## src/rtl/fx_arb.sv

```systemverilog
// Two-master arbiter onto the fx register bus: one transaction at a time,
// round-robin or fixed priority, with every output driven from a register.
module fx_arb #(
    parameter int RR_EN = 1
) (
    input  logic        clk_sys,
    input  logic        rst,
    input  logic        m0_req,
    input  logic        m1_req,
    input  logic        m0_we,
    input  logic        m1_we,
    input  logic [15:0] m0_addr,
    input  logic [15:0] m1_addr,
    input  logic [7:0]  m0_wdata,
    input  logic [7:0]  m1_wdata,
    output logic        m0_ack,
    output logic        m1_ack,
    output logic [7:0]  m0_rdata,
    output logic [7:0]  m1_rdata,
    output logic        fx_wr,
    output logic        fx_rd,
    output logic [15:0] fx_waddr,
    output logic [15:0] fx_raddr,
    output logic [7:0]  fx_data,
    input  logic [7:0]  fx_q,
    output logic        busy
);

    typedef enum logic [1:0] {IDLE, ISSUE, WAIT, DONE} state_t;

    state_t      state, state_nx;
    logic        gnt, gnt_nx;
    logic        last_gnt, last_gnt_nx;
    logic        pick;
    logic        we_l, we_nx;
    logic [15:0] addr_l, addr_nx;
    logic [7:0]  wdata_l, wdata_nx;
    logic        m0_ack_nx, m1_ack_nx;
    logic [7:0]  m0_rdata_nx, m1_rdata_nx;
    logic        fx_wr_nx, fx_rd_nx;
    logic [15:0] fx_waddr_nx, fx_raddr_nx;
    logic [7:0]  fx_data_nx;

    always_ff @(posedge clk_sys or posedge rst) begin
        if (rst) begin
            state    <= IDLE;
            gnt      <= 1'b0;
            last_gnt <= 1'b1;
            we_l     <= 1'b0;
            addr_l   <= '0;
            wdata_l  <= '0;
            m0_ack   <= 1'b0;
            m1_ack   <= 1'b0;
            m0_rdata <= '0;
            m1_rdata <= '0;
            fx_wr    <= 1'b0;
            fx_rd    <= 1'b0;
            fx_waddr <= '0;
            fx_raddr <= '0;
            fx_data  <= '0;
            busy     <= 1'b0;
        end else begin
            state    <= state_nx;
            gnt      <= gnt_nx;
            last_gnt <= last_gnt_nx;
            we_l     <= we_nx;
            addr_l   <= addr_nx;
            wdata_l  <= wdata_nx;
            m0_ack   <= m0_ack_nx;
            m1_ack   <= m1_ack_nx;
            m0_rdata <= m0_rdata_nx;
            m1_rdata <= m1_rdata_nx;
            fx_wr    <= fx_wr_nx;
            fx_rd    <= fx_rd_nx;
            fx_waddr <= fx_waddr_nx;
            fx_raddr <= fx_raddr_nx;
            fx_data  <= fx_data_nx;
            busy     <= (state_nx != IDLE);
        end
    end

    // Outputs are computed one state ahead so they can be registered.
    always_comb begin
        state_nx    = state;
        gnt_nx      = gnt;
        last_gnt_nx = last_gnt;
        pick        = 1'b0;
        we_nx       = we_l;
        addr_nx     = addr_l;
        wdata_nx    = wdata_l;
        m0_ack_nx   = 1'b0;
        m1_ack_nx   = 1'b0;
        m0_rdata_nx = m0_rdata;
        m1_rdata_nx = m1_rdata;
        fx_wr_nx    = 1'b0;
        fx_rd_nx    = 1'b0;
        fx_waddr_nx = '0;
        fx_raddr_nx = '0;
        fx_data_nx  = '0;
        case (state)
            IDLE: begin
                if (m0_req || m1_req) begin
                    // On contention round-robin favours whoever was not granted last.
                    if (m0_req && m1_req) pick = (RR_EN != 0) ? ~last_gnt : 1'b0;
                    else                  pick = m1_req;
                    gnt_nx      = pick;
                    last_gnt_nx = pick;
                    we_nx       = pick ? m1_we    : m0_we;
                    addr_nx     = pick ? m1_addr  : m0_addr;
                    wdata_nx    = pick ? m1_wdata : m0_wdata;
                    fx_wr_nx    = we_nx;
                    fx_rd_nx    = ~we_nx;
                    if (we_nx) begin
                        fx_waddr_nx = addr_nx;
                        fx_data_nx  = wdata_nx;
                    end else begin
                        fx_raddr_nx = addr_nx;
                    end
                    state_nx = ISSUE;
                end
            end
            ISSUE: begin
                if (we_l) begin
                    state_nx  = DONE;
                    m0_ack_nx = ~gnt;
                    m1_ack_nx = gnt;
                end else begin
                    state_nx = WAIT;
                end
            end
            WAIT: begin
                state_nx  = DONE;
                m0_ack_nx = ~gnt;
                m1_ack_nx = gnt;
                if (gnt) m1_rdata_nx = fx_q;
                else     m0_rdata_nx = fx_q;
            end
            DONE:    state_nx = IDLE;
            default: state_nx = IDLE;
        endcase
    end

endmodule

```

## config.mk

```make
export PLATFORM = sky130hd
export DESIGN_NAME = fx_arb
export DESIGN_NICKNAME = d
export VERILOG_FILES = /design/src/rtl/fx_arb.sv
export SDC_FILE = /design/constraint.sdc
export NUM_CORES = 1
export LEC_CHECK = 0
export ABC_AREA = 1
export BUFFER_PORTS_ARGS = -buffer_cell sky130_fd_sc_hd__buf_2
export CAP_MARGIN = 10
export CELL_PAD_IN_SITES_DETAIL_PLACEMENT = 1
export CELL_PAD_IN_SITES_GLOBAL_PLACEMENT = 1
export CORE_ASPECT_RATIO = 0.75
export CORE_UTILIZATION = 36
export CTS_CLUSTER_DIAMETER = 120
export DETAILED_ROUTE_END_ITERATION = 8
export PLACE_DENSITY = 0.9
export RECOVER_POWER = 50
export SLEW_MARGIN = 15
export SYNTH_ARGS = -nofsm -noshare
export SYNTH_HDL_FRONTEND = slang
export SYNTH_SLANG_ARGS = --single-unit
```

## constraint.sdc

```tcl
create_clock -name clk_sys -period 6 [get_ports clk_sys]
set_input_delay 1.5 -clock clk_sys [delete_from_list [all_inputs] [get_ports clk_sys]]
set_output_delay 1.5 -clock clk_sys [all_outputs]
set_load 0.05 [all_outputs]
```

## Word-level counts from Yosys, hierarchy flattened

Index checks and enable logic that the tools add are counted.
Widths: inputs -> output; s select.

- Register bits: 66

- Reduce and logical (&&, ||, !) cells: 7
- Eq/ne operators: 3
- Muxes and demuxes: 26
- Bitwise gates (word level): 3

Operator list:

| kind | count |
|---|---|
| $mux 16 | 7 |
| $mux 8 | 4 |
| $mux 1 | 11 |
| $pmux 2 s4 | 1 |
| $reduce_and 2->1 | 3 |
| $eq 2x2->1 const B | 2 |
| $pmux 1 s2 | 2 |
| $not 1->1 | 3 |
| $eq 2x1->1 const B | 1 |
| $logic_not 2->1 | 1 |
| $mux 2 | 1 |
| $reduce_bool 2->1 | 1 |
| $logic_and 1x1->1 | 1 |
| $logic_or 1x1->1 | 1 |

## Longest topological paths before layout

Gate-level depths: netlist (run 1).

- Word-level depth: 8
- Mapped depth: 7
- Gate-level depth less buffers: 7

## Worst setup path after synthesis (run 1)

Ideal clock, no wire load.

- Path kind: in2reg
- Start: input port m0_req
- End: register fx_raddr[10]
- Stages: 6
- Path slack: 3749 ps
- Data required time: 5874 ps
- Path buffers: 2
- Arrival: 2125 ps
- Cells stage by stage: nand2_1 -> buf_2 -> nand3_2 -> nand3_4 -> buf_6 -> nor2_1

- Longest elaborated chain between the ends: 8
- Elaborated cells between the ends (all ways): 10

Ends and longest elaborated chain:

| what | RTL line | RTL |
|---|---|---|
| from (decl) | 8 | `input logic m0_req,` |
| $logic_and 1x1->1 | 104 | `if (m0_req && m1_req) pick = (RR_EN != 0) ? ~last_gnt : 1'b0;` |
| $mux 1 | 104 |  |
| $mux 1 | 102 | `if (m0_req \|\| m1_req) begin` |
| $mux 1 | 100 | `case (state)` |
| $mux 16 or $mux 1 (tied branches) | 109, 108 |  |
| $mux 16 | 113 | `if (we_nx) begin` |
| $mux 16 * | 102 |  |
| $mux 16 * | 100 |  |
| via fx_raddr_nx[10] | 41 | `logic [15:0] fx_waddr_nx, fx_raddr_nx;` |
| to (signal assigned) | 76 | `fx_raddr <= fx_raddr_nx;` |
| to (decl) | 23 | `output logic [15:0] fx_raddr,` |

The timed path passes the listed nets; every way through them passes the cells marked *. The select of a mux whose other input is x is not followed.
A chain may end at the register's enable or synchronous reset.

## Final worst setup path (run 1)

- Start: input port m1_req
- End: register fx_waddr[8]

- Longest elaborated chain between the ends: 8
- Elaborated cells between the ends (all ways): 10

Ends and longest elaborated chain:

| what | RTL line | RTL |
|---|---|---|
| from (decl) | 9 | `input logic m1_req,` |
| $logic_and 1x1->1 | 104 |  |
| $mux 1 | 104 |  |
| $mux 1 | 102 |  |
| $mux 1 | 100 |  |
| $mux 16 or $mux 1 (tied branches) | 109, 108 |  |
| $mux 16 | 113 |  |
| $mux 16 * | 102 |  |
| $mux 16 * | 100 |  |
| via fx_waddr_nx[8] | 41 |  |
| to (signal assigned) | 75 | `fx_waddr <= fx_waddr_nx;` |
| to (decl) | 22 | `output logic [15:0] fx_waddr,` |

Marked as above.

==> results of run 1 <==
## flip-flops by register name, indices dropped and copies added, names as in the netlist, 2 cells and up
name and flops:
fx_data 8, m0_rdata 8, state 2, fx_raddr 16, fx_waddr 16, m1_rdata 8
## cells in the mapped netlist
cell,n,share of area
a21o_1,1,0.0029
buf_2,7,0.013
buf_6,3,0.013
clkbuf_1,1,0.0014
dfrtp_1,65,0.62
dfstp_2,1,0.010
ha_1,3,0.014
inv_1,42,0.061
nand2_1,63,0.091
nand3_1,10,0.019
nand3_2,1,0.0038
nand3_4,2,0.013
nand3b_1,1,0.0029
nor2_1,43,0.062
nor2_4,1,0.0043
o21ai_0,30,0.058
o21ai_1,3,0.0058
## area by class of cell
| cell class | instances | area share |
|---|---|---|
| Sequential cell | 66 | 0.474 |
| Multi-Input combinational cell | 158 | 0.206 |
| Timing Repair Buffer | 123 | 0.174 |
| Inverter | 42 | 0.0452 |
| Clock buffer | 10 | 0.0395 |
| Tap cell | 98 | 0.0352 |
| Clock inverter | 6 | 0.0258 |
## path summary, 6_finish.rpt
kind | startpoint | endpoint | slack, ns | cells after the start
min in group asynchronous | rst | m0_rdata[0]$_DFFE_PP0P_ | 1.40 | 3
min | gnt$_DFFE_PP0P_ | m0_ack$_DFF_PP0_ | 0.47 | 1
max reg2reg | last_gnt$_DFFE_PP1P_ | fx_waddr[8]$_DFF_PP0_ | 3.86 | 5
max | m1_req | fx_waddr[8]$_DFF_PP0_ | 3.01 | 5
min reg2reg | gnt$_DFFE_PP0P_ | m0_ack$_DFF_PP0_ | 0.47 | 1
max in group asynchronous | rst | fx_raddr[15]$_DFF_PP0_ | 4.04 | 3
## kinds of logic (layout without fill, tap and decap cells)
logic type / count (synthesis) / after routing / share of synthesized area
fa+ha+maj: 3 / 3 / 0.0144
buf+inv: 53 / 181 / 0.0884
compound gates: 34 / 34 / 0.0663
flops: 66 / 66 / 0.634
simple gates: 121 / 121 / 0.196
## per-stage QoR
step / std cells / utilization / power (uW) / hold WS, ns
2_1_floorplan: 277 / - / 1250 / 0.422
3_3_place_gp: 487 / 0.475 / 1420 / 0.446
3_5_place_dp: 487 / 0.475 / 1450 / 0.449
4_1_cts: 503 / 0.508 / 1880 / 0.469
5_1_grt: 503 / 0.505 / 1960 / 0.497
6_report: 503 / 0.505 / 1850 / 0.467
## per-layer routing
layer,track usage,share of wire
met5,0,0
met4,0.0628,0.011
met3,0.0569,0.065
met2,0.346,0.50
met1,0.232,0.43
## where the power goes
group          switching [uW]  total [uW]  internal (uW)
Sequential               55.0         629            574
Combinational             634         801            167
Clock                     171         417            246
==> metrics.csv, run 1 <==
stage,metric,value,unit
setup_path,slowest_delay,0.55,ns
detailed_routing,vias,2221,
clock_network,tritoncts,done,
detailed_routing,vias_per_cell,4.42,
setup_path,end_kind,register,
timing,skew,0.00482,ns
layout,diodes,0,
setup_path,crit_path_top_delay_cell,nand2_2,
placed_design,place_hpwl,5100,um
power,powerDensity,530,mW/mm^2
detailed_routing,antenna_left,0,
floorplanning,start_util,0.378,
timing,min_period,2.99,ns
setup_path,worst_ep_required_time,6.26,ns
clock_network,postCtsSetupBuffers,0,
timing,slew_headroom,0.448,
outcome,outcome,finished clean,
placed_design,io_buffer_count,122,
setup_path,cp_num_buf_inv,1,
setup_path,path_class,primary input to register,
timing,rsz0062_at_grt,false,
layout,multi_input_area,717,um^2
synthesis,yosysSeqAreaShare,0.634,
timing,setup_violations,0,
synthesis,avgSynthCellArea,9.40,um^2
synthesis,synth_nets,342,
placed_design,dpl_cell_area,0.00327,mm^2
global_routing,grt_pass1_wl,10900,um
detailed_routing,drt-initial-drc-count,44,
clock_network,clk_pin_slew,0.07,ns
detailed_routing,routed_wl,6860,um
detailed_routing,drt-wirelength-per-cell,13.6,um
layout,syn_to_final_growth,33.8,%
timing,min_period_over_period,0.498,
setup_path,crit_fanout,42,
placed_design,place_congestion,0.755,
min_path,worstHoldPathType,register to register,
setup_path,startpoint_type,primary input,
floorplanning,fp.dieW,100,um
global_routing,grt.total_usage,0.195,
setup_path,arrival,3.25,ns
synthesis,syn_inst,277,
timing,slew_viol_final,0,
clock_network,htreeDepth,3,
detailed_routing,dr.pass1.iters,4,
floorplanning,io-pin-count,123,
clock_network,cts_root_buf,clkbuf_8,
global_routing,antenna_found_initial,0,
synthesis,yosys.cell_types.count,17,
floorplanning,std_cell_rows,26,
clock_network,ctsResizeCount,0,
timing,hold_violations,0,
layout,fin_area,0.00349,mm^2
power,ir_drop,0.272,mV
flow_run,drv_cap,0,
timing,fmax,335,MHz
placed_design,pre_cts_slack,2.24,ns
global_routing,grt_max_degree,67,
synthesis,netlist_area,0.00260,mm^2
power,p_leak,0.00211,uW
clock_network,cts_made_buffers,9,
clock_network,cts_hold_buf,0,
floorplanning,die_y,75.7,um
synthesis,ys_ff_latch,66,
global_routing,grt-ovfl-total,0,
timing,tns,0,ns
synthesis,ys.warnings.count,0,
global_routing,grt_pass1_vias,2270,
clock_network,cts_sinks,66,
floorplanning,core,0.00690,mm^2
floorplanning,die-area,0.00758,mm^2
clock_network,clock_latency,0.34,ns
layout,nFillCells,854,
timing,worst_pin_slew,0.829,ns
setup_path,path_delay_family,simple AND/OR/NAND/NOR gates,
detailed_routing,post-route-drc-count,0,
clock_network,clockBufferDepth,2,
layout,final_cell_mix,"buf_2, dfrtp_1, nand2_1",
setup_path,path_cells,"clkbuf_1, nand2_2, nand2_1, nand3_4, nor2_1",
layout,finalNetCount,465,
timing,timing.final.ws_setup,3.01,ns
layout,final_common_cell,buf_2,
layout,drive_gt1_frac,0.336,
layout,seqCellArea,0.00165,mm^2
No activity file was read; power rests on OpenSTA's default activity.
==> run 2, diff against run 1 <==
--- a/config.mk
+++ b/config.mk
@@ -11,10 +11,10 @@
 export CELL_PAD_IN_SITES_DETAIL_PLACEMENT = 1
 export CELL_PAD_IN_SITES_GLOBAL_PLACEMENT = 1
 export CORE_ASPECT_RATIO = 0.75
-export CORE_UTILIZATION = 36
+export CORE_UTILIZATION = 30
 export CTS_CLUSTER_DIAMETER = 120
 export DETAILED_ROUTE_END_ITERATION = 8
-export PLACE_DENSITY = 0.9
+export PLACE_DENSITY = 0.81
 export RECOVER_POWER = 50
 export SLEW_MARGIN = 15
 export SYNTH_ARGS = -nofsm -noshare
==> constraint.sdc (replaced) <==
create_clock -name clk_sys -period 2.5 [get_ports clk_sys]
set_input_delay 0.625 -clock clk_sys [delete_from_list [all_inputs] [get_ports clk_sys]]
set_output_delay 0.625 -clock clk_sys [all_outputs]
set_load 0.05 [all_outputs]
==> run 2 against run 1 <==
Clock-buffer cell count unchanged. Cell count up 2.2%. Total power rose to 2.6 times the previous value. Utilization down 7.8 points. Largest cell class unchanged.
==> metrics.csv, run 2 (synthesized netlist as in run 1, its figures left out) <==
stage,metric,value,unit,change
setup_path,path_class,register to register,,
timing,fmax,552,MHz,
layout,syn_to_final_growth,38.7,%,
placed_design,io_buffer_count,122,,unchanged
detailed_routing,antenna_left,0,,unchanged
detailed_routing,drt-wirelength-per-cell,13.0,um,-4.8%
clock_network,tritoncts,done,,
clock_network,cts_made_buffers,9,,unchanged
setup_path,arrival,2.04,ns,-1.21 ns
placed_design,pre_cts_slack,0.450,ns,-1.79 ns
floorplanning,fp.dieW,110,um,+9.4%
floorplanning,die_y,82.7,um,+9.3%
power,powerDensity,1320,mW/mm^2,+150%
setup_path,worst_ep_required_time,2.73,ns,-3.53 ns
clock_network,ctsResizeCount,0,,unchanged
layout,nFillCells,1028,,+20%
clock_network,clockBufferDepth,2,,unchanged
min_path,worstHoldPathType,register to register,,
layout,final_cell_mix,"buf_2, dfrtp_1, nand2_1",,
clock_network,clk_pin_slew,0.05,ns,-0.02 ns
clock_network,cts_root_buf,clkbuf_16,,
layout,drive_gt1_frac,0.323,,-0.0131
layout,top_regs,"fx_raddr x16, fx_waddr x16",,
floorplanning,start_util,0.308,,-0.0696
setup_path,path_delay_family,simple AND/OR/NAND/NOR gates,,
power,switching_share,0.440,,-0.0258
timing,timing.final.ws_setup,0.688,ns,-2.32 ns
layout,post-route-util,0.427,,-0.0780
detailed_routing,vias_per_cell,4.26,,-3.5%
setup_path,crit_fanout,26,,-38%
setup_path,cp_num_buf_inv,2,,+1
detailed_routing,drt-initial-drc-count,62,,+41%
power,seqPwrFrac,0.319,,-0.021
timing,slew_viol_final,0,,unchanged
floorplanning,io-pin-count,123,,unchanged
layout,final_common_cell,buf_2,,
setup_path,crit_path_top_delay_cell,nor2_1,,
detailed_routing,vias,2191,,-1.4%
global_routing,grt_pass1_wl,10100,um,-6.9%
timing,hold_violations,0,,unchanged
min_path,min_delay_path_depth,2,,+1
clock_network,cts_hold_buf,0,,unchanged
outcome,outcome,finished clean,,
layout,finalNetCount,466,,+0.22%
power,p_leak,0.00214,uW,+1.6%
clock_network,htreeDepth,3,,unchanged
layout,seqCellArea,0.00165,mm^2,unchanged
global_routing,antenna_found_initial,0,,unchanged
layout,multi_input_area,714,um^2,-0.35%
flow_run,drv_cap,0,,unchanged
clock_network,clock_latency,0.32,ns,-0.02 ns
layout,diodes,0,,unchanged
setup_path,startpoint_type,register,,
global_routing,grt_pass1_vias,2180,,-4.0%
timing,skew,0.00390,ns,-0.000922 ns
power,switchingPower,2090,uW,+140%
setup_path,end_kind,register,,
timing,min_period,1.81,ns,
global_routing,grt.total_usage,0.151,,-0.0440
clock_network,cts_sinks,66,,unchanged
placed_design,place_hpwl,4950,um,-2.9%
timing,min_period_over_period,0.725,,
clock_network,postCtsSetupBuffers,0,,unchanged
global_routing,grt_max_degree,43,,-36%
setup_path,worst_r2r_path_depth,6,,+1
power,clkPwrFrac,0.278,,+0.052
detailed_routing,routed_wl,6680,um,-2.7%
placed_design,dpl_cell_area,0.00332,mm^2,+1.4%
floorplanning,core,0.00845,mm^2,+23%
setup_path,path_depth,6,,+1
setup_path,path_cells,"inv_1, ha_1, inv_1, nor2_1, nand3_4, nor2_1",,
timing,rsz0062_at_grt,false,,
timing,tns,0,ns,unchanged
floorplanning,die-area,0.00906,mm^2,+20%
timing,worst_pin_slew,1.06,ns,+0.226 ns
detailed_routing,dr.pass1.iters,4,,unchanged
setup_path,slowest_delay,0.42,ns,-0.13 ns
timing,hold_ws,0.482,ns,+0.0147 ns
layout,fin_area,0.00361,mm^2,+3.7%
timing,setup_violations,0,,unchanged
power,ir_drop,0.708,mV,+160%
placed_design,place_congestion,0.708,,-6.2%
global_routing,grt-ovfl-total,0,,unchanged
timing,slew_headroom,0.296,,-0.152
power,intPower,2660,uW,+170%
power,combPwrFrac,0.404,,-0.030
detailed_routing,post-route-drc-count,0,,unchanged
floorplanning,std_cell_rows,29,,+12%
==> run 2: cell count changes in the layout (fill, tap and decap cells not counted), sizes merged <==
cell,previous run,this run
clkbuf,18,22
buf,115,112
clkinv,3,1
inv,42,43
clkinvlp,1,2
==> run 2: final timing paths <==
| kind | slack, ns | end | start |
|---|---|---|---|
| max | 0.69 | fx_data[7]$_DFF_PP0_ | state[0]$_DFF_PP0_ |
| min | 0.48 | m1_rdata[2]$_DFFE_PP0P_ | m1_rdata[2]$_DFFE_PP0P_ |
| max reg2reg | 0.69 | fx_data[7]$_DFF_PP0_ | state[0]$_DFF_PP0_ |
| min reg2reg | 0.48 | m1_rdata[2]$_DFFE_PP0P_ | m1_rdata[2]$_DFFE_PP0P_ |
| max in group asynchronous | 1.18 | fx_waddr[2]$_DFF_PP0_ | rst |
| min in group asynchronous | 0.56 | m1_rdata[0]$_DFFE_PP0P_ | rst |
==> run 2: power by group through the flow <==
stage | sequential (uW) | clock [uW] | combinational [uW]
after floorplan | 2430 | 0 | 568
after CTS | 1520 | 1360 | 1970
after global placement | 1520 | 0 | 1900
after detailed placement | 1530 | 0 | 1960
final | 1520 | 1320 | 1920
after global routing | 1550 | 1400 | 2090
==> run 2: final cells by class <==
cell class / instances / area share
Timing Repair Buffer: 124 / 0.176
Clock inverter: 6 / 0.0246
Inverter: 42 / 0.0436
Sequential cell: 66 / 0.457
Tap cell: 108 / 0.0374
Multi-Input combinational cell: 158 / 0.198
Clock buffer: 10 / 0.0634
==> run 2: layer usage <==
layer	GRT usage	vias to the layer above	share of wire
li1	-	1082	-
met4	0.0440	0	0.0093
met3	0.0479	5	0.072
met1	0.178	1029	0.43
met2	0.265	75	0.49
met5	0	-	0
==> run 2: worst min-delay path, stage by stage (launching register included) <==
cell     delay (ns)
dfrtp_1        0.33
nand2_1        0.05
o21ai_0        0.06
==> run 2: metrics by stage <==
stage | total power (uW) | cells
after CTS | 4840 | 514
after detailed placement | 3490 | 498
after floorplan | 2990 | 277
after global routing | 5040 | 514
final | 4750 | 514
after global placement | 3420 | 498
==> run 3, diff against run 2 <==
--- a/config.mk
+++ b/config.mk
@@ -5,16 +5,16 @@
 export SDC_FILE = /design/constraint.sdc
 export NUM_CORES = 1
 export LEC_CHECK = 0
-export ABC_AREA = 1
+export ABC_AREA = 0
 export BUFFER_PORTS_ARGS = -buffer_cell sky130_fd_sc_hd__buf_2
 export CAP_MARGIN = 10
 export CELL_PAD_IN_SITES_DETAIL_PLACEMENT = 1
 export CELL_PAD_IN_SITES_GLOBAL_PLACEMENT = 1
 export CORE_ASPECT_RATIO = 0.75
-export CORE_UTILIZATION = 30
+export CORE_UTILIZATION = 35
 export CTS_CLUSTER_DIAMETER = 120
 export DETAILED_ROUTE_END_ITERATION = 8
-export PLACE_DENSITY = 0.81
+export PLACE_DENSITY = 0.85
 export RECOVER_POWER = 50
 export SLEW_MARGIN = 15
 export SYNTH_ARGS = -nofsm -noshare
==> constraint.sdc (replaced) <==
create_clock -name clk_sys -period 1.7 [get_ports clk_sys]
set_input_delay 0.425 -clock clk_sys [delete_from_list [all_inputs] [get_ports clk_sys]]
set_output_delay 0.425 -clock clk_sys [all_outputs]
set_load 0.05 [all_outputs]
==> run 3 against run 2 <==
Sequential power is 45% higher. Critical path depth stayed put. First-iteration DRC count is 45% lower. Critical path type unchanged.
==> metrics.csv, run 3 <==
stage,metric,value,unit,change
outcome,outcome,finished clean,,
setup_path,slowest_delay,0.38,ns,-0.04 ns
placed_design,place_inst,418,,-16%
placed_design,pre_cts_slack,0.115,ns,-0.334 ns
layout,final_common_cell,buf_2,,
global_routing,top_usage_layer,met2,,
layout,final_cell_mix,"buf_2, dfrtp_1, nor2_1",,
floorplanning,fp.dieW,100,um,-8.4%
global_routing,grt_use_met3,0.0670,,+0.0191
setup_path,crit_fanout,9,,-65%
detailed_routing,routed_wl,6360,um,-4.8%
clock_network,ctsResizeCount,0,,unchanged
detailed_routing,drt-initial-drc-count,34,,-45%
placed_design,io_buffer_count,122,,unchanged
detailed_routing,vias,1950,,-11%
clock_network,cts_sinks,66,,unchanged
setup_path,worst_r2r_path_depth,6,,unchanged
timing,setup_violations,0,,unchanged
power,p_leak,0.00186,uW,-13%
global_routing,met2_usage,0.310,,+0.0450
clock_network,clockBufferDepth,2,,unchanged
clock_network,cts_root_buf,clkbuf_8,,
synthesis,synthArstFlopShare,1.00,,unchanged
power,ir_drop,0.684,mV,-3.3%
setup_path,crit_path_top_delay_cell,dfrtp_1,,
placed_design,place_congestion,0.767,,+8.3%
global_routing,antenna_found_initial,0,,unchanged
power,powerDensity,1830,mW/mm^2,+39%
timing,min_period_over_period,0.925,,+0.200
global_routing,grt_pass1_wl,9960,um,-1.8%
synthesis,yosysSeqAreaShare,0.650,,+0.0153
floorplanning,core,0.00693,mm^2,-18%
global_routing,grt.total_usage,0.177,,+0.0265
synthesis,ys.warnings.count,0,,unchanged
floorplanning,std_cell_rows,26,,-10%
setup_path,r2r_start,state[0]$_DFF_PP0_,,
detailed_routing,dr.pass1.iters,4,,unchanged
clock_network,tritoncts,done,,
layout,top_regs,"fx_raddr x16, fx_waddr x16",,
setup_path,end_kind,register,,
timing,tns,0,ns,unchanged
detailed_routing,antenna_left,0,,unchanged
synthesis,synth_edf_count,0,,unchanged
timing,fmax,636,MHz,+15%
placed_design,place_hpwl,4950,um,-0.12%
floorplanning,start_util,0.367,,+0.0590
floorplanning,die_y,75.8,um,-8.3%
setup_path,worst_ep_required_time,1.91,ns,-0.82 ns
layout,drive_gt1_frac,0.458,,+0.136
flow_run,drv_cap,0,,unchanged
synthesis,yosysTopAreaCell,dfrtp_1,,
timing,slew_headroom,0.431,,+0.136
synthesis,synth_top_area_frac,0.639,,+0.0150
timing,min_period,1.57,ns,-0.240 ns
synthesis,synth_common_cells,"dfrtp_1, nor2_1, nand2_1",,
min_path,worstHoldPathType,primary input to asynchronous set/reset pin,,
detailed_routing,post-route-drc-count,0,,unchanged
synthesis,synth_area_leaders,"dfrtp_1, mux2_2, mux2i_1",,
setup_path,timing.rr.end,fx_waddr[7]$_DFF_PP0_,,
synthesis,avgSynthCellArea,13.0,um^2,+38%
setup_path,path_cells,"inv_1, ha_1, and2_1, a32oi_4, buf_4, nor2_1",,
global_routing,grt_max_degree,29,,-33%
global_routing,use_met1,0.214,,+0.0360
timing,skew,0.00579,ns,+0.00189 ns
clock_network,cts_made_buffers,9,,unchanged
timing,slew_viol_final,0,,unchanged
layout,instances_no_fill,434,,-16%
setup_path,path_class,register to register,,
clock_network,postCtsSetupBuffers,0,,unchanged
setup_path,r2r_slack,0.13,ns,-0.56 ns
timing,timing.final.ws_setup,0.128,ns,-0.560 ns
power,p_total,6420,uW,+35%
clock_network,clk_pin_slew,0.07,ns,+0.02 ns
clock_network,cts_hold_buf,0,,unchanged
layout,syn_to_final_growth,37.6,%,
clock_network,clock_latency,0.33,ns,about the same
timing,worst_pin_slew,0.848,ns,-0.207 ns
synthesis,syn_inst,196,,-29%
synthesis,ys_ff_latch,66,,unchanged
global_routing,grt-ovfl-total,0,,unchanged
synthesis,yosys.cell_types.count,26,,+9
timing,rsz0062_at_grt,false,,
detailed_routing,drt-wirelength-per-cell,14.7,um,+13%
synthesis,yosysMostFrequentCell,dfrtp_1,,
global_routing,grt_pass1_vias,2023,,-7.2%
synthesis,ys.flop_type,dfrtp_1,,
layout,diodes,0,,unchanged
timing,hold_violations,0,,unchanged
floorplanning,io-pin-count,123,,unchanged
synthesis,netlist_area,0.00254,mm^2,-2.4%
floorplanning,die-area,0.00762,mm^2,-16%
setup_path,arrival,1.79,ns,-0.25 ns
detailed_routing,vias_per_cell,4.49,,+5.4%
synthesis,synth_nets,261,,-24%
setup_path,startpoint_type,register,,
layout,finalNetCount,396,,-15%
clock_network,htreeDepth,3,,unchanged
==> run 3: cell types whose count changed after synthesis, moves of 16 or more <==
cell,previous run,this run
mux2_2,0,16
nand2_1,63,19
inv_1,42,5
o21ai_0,30,0
mux2i_1,0,16
==> run 3: power by group <==
part,switching (uW),internal [uW]
Clock,571,749
Sequential,200,2000
Combinational,2040,849
==> run 3: cell type report <==
class	instances	area (um^2)
fillers	789	3430
flip-flops and latches	66	1650
multi-input cells	115	806
repair buffers	134	694
clock buffers	11	151
well taps	98	123
clock inverters	5	52.6
inverters	5	20.0
==> run 3: metrics by stage <==
step	util	hold slack, ns	cell area (um^2)
2_1_floorplan	-	0.455	2550
3_3_place_gp	0.484	0.474	3350
3_5_place_dp	0.484	0.486	3350
4_1_cts	0.514	0.117	3560
5_1_grt	0.505	0.260	3500
6_report	0.505	0.205	3500
==> run 3: worst max path at each step <==
| stage | startpoint | to | slack (ns) | cells past startpoint |
|---|---|---|---|---|
| floorplan | state[0]$_DFF_PP0_ | fx_raddr[10]$_DFF_PP0_ | 0.13 | 7 |
| global placement | state[0]$_DFF_PP0_ | fx_waddr[7]$_DFF_PP0_ | 0.19 | 6 |
| detailed placement | state[0]$_DFF_PP0_ | fx_waddr[4]$_DFF_PP0_ | 0.12 | 6 |
| CTS | state[0]$_DFF_PP0_ | fx_waddr[7]$_DFF_PP0_ | 0.11 | 6 |
| global route | state[0]$_DFF_PP0_ | fx_waddr[5]$_DFF_PP0_ | 0.005 | 6 |
| finish | state[0]$_DFF_PP0_ | fx_waddr[7]$_DFF_PP0_ | 0.13 | 6 |
==> run 3: critical path: cells and delay by family (launching register included) <==
family / cells / cell delay [ns]
buffers and inverters: 2 / 0.29
DFF: 1 / 0.38
adders and majority gates: 1 / 0.25
and+or+nand+nor: 2 / 0.27
AOI/OAI and AO/OA: 1 / 0.27
==> run 3: kinds of logic after synthesis <==
family                     Yosys count  share of synthesized area
and+or+nand+nor                     61                     0.0989
adders and majority gates            3                     0.0148
muxes                               32                      0.134
buffers and inverters               15                     0.0364
DFF                                 66                      0.650
AOI/OAI and AO/OA                   19                     0.0664
==> run 3: layer usage <==
metal	vias to the layer above	part of all wire
met3	2	0.070
li1	915	-
met1	960	0.43
met4	0	0.0020
met2	73	0.50
met5	-	0
